File: config.mk
export PLATFORM = sky130hd
export DESIGN_NAME = rst_seq_ctrl
export DESIGN_NICKNAME = d
export VERILOG_FILES = /design/src/rtl/rst_seq_pkg.sv /design/src/rtl/bit_sync2.sv /design/src/rtl/rst_seq_ctrl.sv
export SDC_FILE = /design/constraint.sdc
export NUM_CORES = 1
export LEC_CHECK = 0
export CAP_MARGIN = 25
export CORE_MARGIN = 1.5
export CORE_UTILIZATION = 40
export CTS_BUF_LIST = sky130_fd_sc_hd__clkbuf_8
export DETAILED_ROUTE_END_ITERATION = 7
export GPL_TIMING_DRIVEN = 0
export SKIP_CTS_REPAIR_TIMING = 1
export SLEW_MARGIN = 20
export SYNTH_ARGS = -nofsm -noshare
export SYNTH_HDL_FRONTEND = slang
export SYNTH_SLANG_ARGS = --single-unit
File: constraint.sdc
create_clock -name clk -period 2.1 [get_ports clk]
set_clock_uncertainty 0.1 [all_clocks]
set_input_delay 0.21 -clock clk [delete_from_list [all_inputs] [get_ports clk]]
set_output_delay 0.21 -clock clk [all_outputs]
set_load 0.05 [all_outputs]
File: src/rtl/rst_seq_pkg.sv
// Shared types and elaboration helpers for the reset sequencer.
package rst_seq_pkg;

  typedef enum logic [2:0] {
    S_ASSERT,
    S_HOLD,
    S_WAIT_ACK,
    S_GAP,
    S_DONE
  } state_t;

  // One counter serves every phase, so it is sized for the longest one.
  function automatic int cnt_width(input int minw, input int gap, input int tout);
    int m;
    m = minw;
    if (gap > m) m = gap;
    if (tout > m) m = tout;
    return (m > 2) ? $clog2(m) : 1;
  endfunction

  function automatic bit params_ok(input int nrst, input int minw, input int gap, input int tout);
    return (nrst >= 1) && (nrst <= 16) && (minw >= 2) && (gap >= 1) && (tout > gap);
  endfunction

endpackage

File: src/rtl/bit_sync2.sv
// Parameterizable-width two-flop synchronizer, async active-low reset to 0.
module bit_sync2 #(
  parameter int W = 1
) (
  input  logic         clk,
  input  logic         irst_n,
  input  logic [W-1:0] d,
  output logic [W-1:0] q
);

  (* ASYNC_REG = "TRUE" *) logic [W-1:0] meta;
  (* ASYNC_REG = "TRUE" *) logic [W-1:0] sync;

  // NOTE: non-blocking assignments so the second flop takes the first flop's pre-edge value.
  always_ff @(posedge clk or negedge irst_n) begin
    if (!irst_n) begin
      meta <= '0;
      sync <= '0;
    end else begin
      meta <= d;
      sync <= meta;
    end
  end

  assign q = sync;

endmodule

File: src/rtl/rst_seq_ctrl.sv
// Reset sequencer: holds all domain resets for MINW cycles, then releases them in order.
// Define RST_SEQ_ACK_EN to wait for per-domain acknowledges (with timeout) between releases.
module rst_seq_ctrl
  import rst_seq_pkg::*;
#(
  parameter int NRST = 4,
  parameter int MINW = 16,
  parameter int GAP  = 8,
  parameter int TOUT = 1024
) (
  input  logic            clk,
  input  logic            irst_n,
  input  logic            swrst,
  input  logic            extrst,
  input  logic [NRST-1:0] ack,
  output logic [NRST-1:0] orst,
  output logic            busy,
  output logic            done,
  output logic            tout_err
);

  localparam int CW = cnt_width(MINW, GAP, TOUT);
  localparam int IW = (NRST > 1) ? $clog2(NRST) : 1;
  typedef logic [CW-1:0] cnt_t;
  typedef logic [IW-1:0] stg_t;
  localparam cnt_t HOLD_END = cnt_t'(MINW - 1);
  localparam cnt_t GAP_END  = cnt_t'(GAP);
  localparam stg_t LAST_STG = stg_t'(NRST - 1);

  if (!params_ok(NRST, MINW, GAP, TOUT)) begin : g_bad_params
    $error("rst_seq_ctrl: parameter out of range");
  end

  state_t state, state_nxt;
  cnt_t   cnt;
  stg_t   stg, rel_idx;
  logic   extrst_s, req, cnt_clr, rel, stg_exit, tout_hit, tout_set;

  bit_sync2 #(.W(1)) u_extrst_sync (.clk(clk), .irst_n(irst_n), .d(extrst), .q(extrst_s));

  assign req = swrst | extrst_s;

`ifdef RST_SEQ_ACK_EN
  localparam cnt_t TOUT_END = cnt_t'(TOUT - 1);
  logic [NRST-1:0] ack_s;

  bit_sync2 #(.W(NRST)) u_ack_sync (.clk(clk), .irst_n(irst_n), .d(ack), .q(ack_s));

  // Only the current stage's ack is looked at; a late or foreign ack cannot advance it.
  assign stg_exit = ack_s[stg] || (cnt == TOUT_END);
  assign tout_hit = !ack_s[stg] && (cnt == TOUT_END);
`else
  localparam cnt_t WAIT_END = cnt_t'(GAP - 1);
  logic unused_ack;

  assign unused_ack = ^ack;
  assign stg_exit   = (cnt == WAIT_END);
  assign tout_hit   = 1'b0;
`endif

  always_ff @(posedge clk or negedge irst_n) begin
    if (!irst_n) state <= S_ASSERT;
    else         state <= state_nxt;
  end

  // NOTE: every signal gets a default first so no path through the case infers a latch.
  always_comb begin
    state_nxt = state;
    cnt_clr   = 1'b0;
    rel       = 1'b0;
    rel_idx   = stg;
    tout_set  = 1'b0;
    if (req) begin
      state_nxt = S_ASSERT;
      cnt_clr   = 1'b1;
    end else begin
      unique case (state)
        S_ASSERT: begin
          state_nxt = S_HOLD;
          cnt_clr   = 1'b1;
        end
        S_HOLD: if (cnt == HOLD_END) begin
          state_nxt = S_WAIT_ACK;
          cnt_clr   = 1'b1;
          rel       = 1'b1;
          rel_idx   = '0;
        end
        S_WAIT_ACK: if (stg_exit) begin
          state_nxt = (stg == LAST_STG) ? S_DONE : S_GAP;
          cnt_clr   = 1'b1;
          tout_set  = tout_hit;
        end
        S_GAP: if (cnt == GAP_END) begin
          state_nxt = S_WAIT_ACK;
          cnt_clr   = 1'b1;
          rel       = 1'b1;
          rel_idx   = stg + 1'b1;
        end
        default: ;
      endcase
    end
  end

  // Releases are registered so each orst bit is a clean flop output into the domain synchronizer.
  always_ff @(posedge clk or negedge irst_n) begin
    if (!irst_n) begin
      cnt      <= '0;
      stg      <= '0;
      orst     <= '1;
      tout_err <= 1'b0;
    end else begin
      if (cnt_clr)         cnt <= '0;
      else if (cnt != '1)  cnt <= cnt + 1'b1;
      if (state == S_ASSERT) orst <= '1;
      else if (rel)          orst[rel_idx] <= 1'b0;
      if (rel)      stg      <= rel_idx;
      if (tout_set) tout_err <= 1'b1;
    end
  end

  always_comb begin
    busy = (state != S_DONE);
    done = (state == S_DONE);
  end

endmodule

==> results.env <==
WORSTSETUPSTARTPOINT='cnt[0]'
POST_DRT_VIA_CELL_RATIO=5.72
VIOLATIONS_IN_THE_FINAL_REPORTS='setup timing'
AREA.SEQUENTIAL_SQ_UM=533
PATH_CLASS_OF_THE_LOWEST_SLACK_MIN_DELAY_PATH='in -> async'
CTS-BUFFERS-INSERTED=3
CLOCK_SINK_COUNT=21
ANTENNA_FOUND_INITIAL=0
DP_HPWL_MM=1.48
DRC_ERRORS=0
LAYOUT-DRIVE-GT1-SHARE_PCT=31.8
SYN-MEAN-INSTANCE-AREA_SQ_UM=9.80
PLACE.PORT_BUFFERS=9
STATUS='finished with violations'
PLACEMENT.CELL_AREA_SQ_MM=0.00124
CLKSLEWWORSTSETUPHOLDPATHS_NS=0.08
CRITICAL_PATH_REQUIRED_NS=2.18
ANTENNA_LEFT=0
WORST_SETUP_PATH_END_KIND='flop'
CLOCKBUFFERDEPTH=2
HOLD_SLACK_NS=0.205
YOSYS_REGISTER_BITS=21
DR_TOTAL_VIAS=927
YOSYSUNIQUECELLTYPES=41
SEQUENTIAL_CELL_AREA_FRACTION_IN_THE_YOSYS_REPORT_PCT=47.5
POWER_DENSITY_mW_PER_MM2=494
NETLIST_INSTANCES=114
MULTIINPUTGATEAREA_SQ_UM=634
SETUP_VIOL=3
CRIT_PATH_MAX_FANOUT=7
CORE_SQ_MM=0.00257
GLOBAL_ROUTE_WIRE_LENGTH_BEFORE_REPAIR_MM=3.71
FINALHOLDVIOLATIONS=0
MAXSLEWHEADROOM_PCT=47.3
FIN_AREA_SQ_MM=0.00145
FLOORPLAN.DIE_AREA_SQ_MM=0.00312
WORST_IR_DROP_VDD_mV=0.396
TOTAL_POWER_W=0.000714
DRT_FIRST_ITER_VIOLATIONS=17
PERIOD_SHARE_PCT=102
NFILLCELLS=239
GRT-OVFL-TOTAL=0
WL_MM=2.41
PLACE.GP.CONGESTION=0.801
GRT_SETUP_UNREPAIRED='true'
SYNTH_NETS=125
FINALCRITICALPERIOD_NS=2.15
SYNTH.CELL_AREA_SQ_MM=0.00112
FP-ROW-COUNT=18
CTS_TREE='built'
PIN_COUNT=15
FIRST_GLOBAL_VIAS=868
SYNTHARSTFLOPSHARE_PCT=100
TIMING.MAX_CAP.VIOLATIONS=0
PLACED_CELL_COUNT=153
LAYOUT.CELLS.NON_FILLER=162
FINAL.SETUP.WORST_SLACK_NS=-0.0489
MAX_SLEW.WORST_PIN.SLEW_NS=0.785
AREA_DELTA_SYNTH_FINAL_PCT=29.5
SYNTH_TOP_CELL_BY_AREA='dfrtp_1'
FIRST_PASS_ITERS=4
NETS=144
FINALMAXSLEWVIOLATIONS=0
LAYOUT.CORE_UTILIZATION_PCT=56.3
CTS_ROOT_BUF='clkbuf_8'
SYNTHESIS.YOSYS.WARNINGS=0
SYNTH-EDFF-COUNT=0
NETLIST_TOP_CELLS_AREA='dfrtp_1, dfstp_2, nor2_1'
ARRIVAL_NS=2.23
HTREEDEPTH=1
DIE_H_UM=55.9
STARTPOINT_OF_THE_WORST_SLACK_REG_TO_REG_TIMING_PATH='cnt[0]'
CHIPWIDTH_UM=55.9
POWER_LEAKAGE_nW=0.611
SYNTH_FF_TYPE='dfrtp_1'
GRT_START_MAX_NET_PINS=22
START_UTIL_PCT=43.5
SYNTH_TOP_AREA_SHARE_PCT=38.1
GLOBAL_ROUTE.USAGE.TOTAL_PCT=14.7
CLK_LATENCY_NS=0.26
ELEMENT_TYPE_AT_THE_CRITICAL_PATH_START='flop'
MAXIMUM_CLOCK_FREQUENCY_MHz=465
ANTENNA_DIODE_COUNT=0
ROUTEDWLPERCELL_UM=14.8
WORST_SETUP_PATH_CATEGORY='reg -> reg'
## logic make-up after synthesis
group | Yosys count | synth area share (%)
buffers and inverters | 10 | 4.03
flip-flops | 21 | 47.5
adder cells (fa/ha/maj) | 3 | 3.36
other | 1 | 0.336
AO/OA/AOI/OAI | 15 | 10.4
XOR/XNOR | 6 | 4.70
multiplexers | 3 | 3.14
AND/OR/NAND/NOR | 55 | 26.5
## routing by layer
metal | vias to the layer above | part of all wire, % | track usage [%]
li1 | 435 | - | -
met1 | 469 | 45 | 18.7
met2 | 19 | 51 | 24.7
met3 | 4 | 3.0 | 3.02
met4 | 0 | 1.0 | 5.44
met5 | - | 0 | 0
## critical path, stage by stage (launching register included)
cell      delay (ns)
dfrtp_1         0.42
ha_2            0.24
nand2_4         0.11
a211o_1         0.18
a21boi_4        0.10
or4_4           0.58
buf_8           0.17
nor3_2          0.18
## final timing paths
path                                         to  slack, ns  depth (start not counted)
worst max-delay path                     cnt[2]      -0.05                          7
worst min-delay path                   state[0]       0.20                          1
worst max register to register           cnt[2]      -0.05                          7
worst min register to register  u_extrst_sync.q       0.25                          0
max in group asynchronous                cnt[7]       1.20                          2
min in group clk                u_extrst_sync.q       0.25                          0
## cells in the mapped netlist, drive strengths merged (2+ instances only)
master / count
nor2: 19
dfrtp: 17
nand2: 11
nand4: 5
dfstp: 4
inv: 4
nor3: 4
xor2: 4
a21oi: 3
buf: 3
clkbuf: 3
ha: 3
o21ai: 3
and3: 2
and4: 2
mux2i: 2
nand3: 2
nand3b: 2
or4: 2
xnor2: 2
## report_power, final
part / total, W / switching, W / internal (W)
combinational: 0.0000410 / 0.0000247 / 0.0000163
sequential: 0.000414 / 0.00000585 / 0.000408
clock: 0.000259 / 0.000129 / 0.000130
## stage by stage
stage | setup TNS (ns) | worst slack, ns
detailed placement | -0.615 | -0.237
CTS | -0.624 | -0.0740
finish | -0.124 | -0.0489
global route | -0.808 | -0.126
floorplan | 0 | 0.0886
global placement | -0.693 | -0.282
## registers in the layout (all words and copies together), names as in the netlist
name and cells:
u_extrst_sync.meta 1, state 3, u_extrst_sync.q 1, stg 2, orst 4, cnt 10
## area by class of cell
cell class,count,area share [%]
buffer,5,2.51
inverter,4,1.04
multi-input combinational,83,43.9
timing repair buffer,15,10.0
clock inverter,1,0.260
sequential,21,36.9
tap,30,2.60
clock buffer,3,2.85
## cell usage in the layout, fill, tap and decap left out, drive strengths merged, types with 2 or more instances in the layout
cell           count
nor2              19
dfrtp             17
nand2             11
buf                9
clkdlybuf4s50      8
nand4              5
inv                5
clkbuf             5
xor2               4
dfstp              4
nor3               4
a21oi              3
o21ai              3
ha                 3
nand3b             2
or4                2
and4               2
and3               2
nand3              2
mux2i              2
xnor2              2
(Power assumes the default switching activity.)
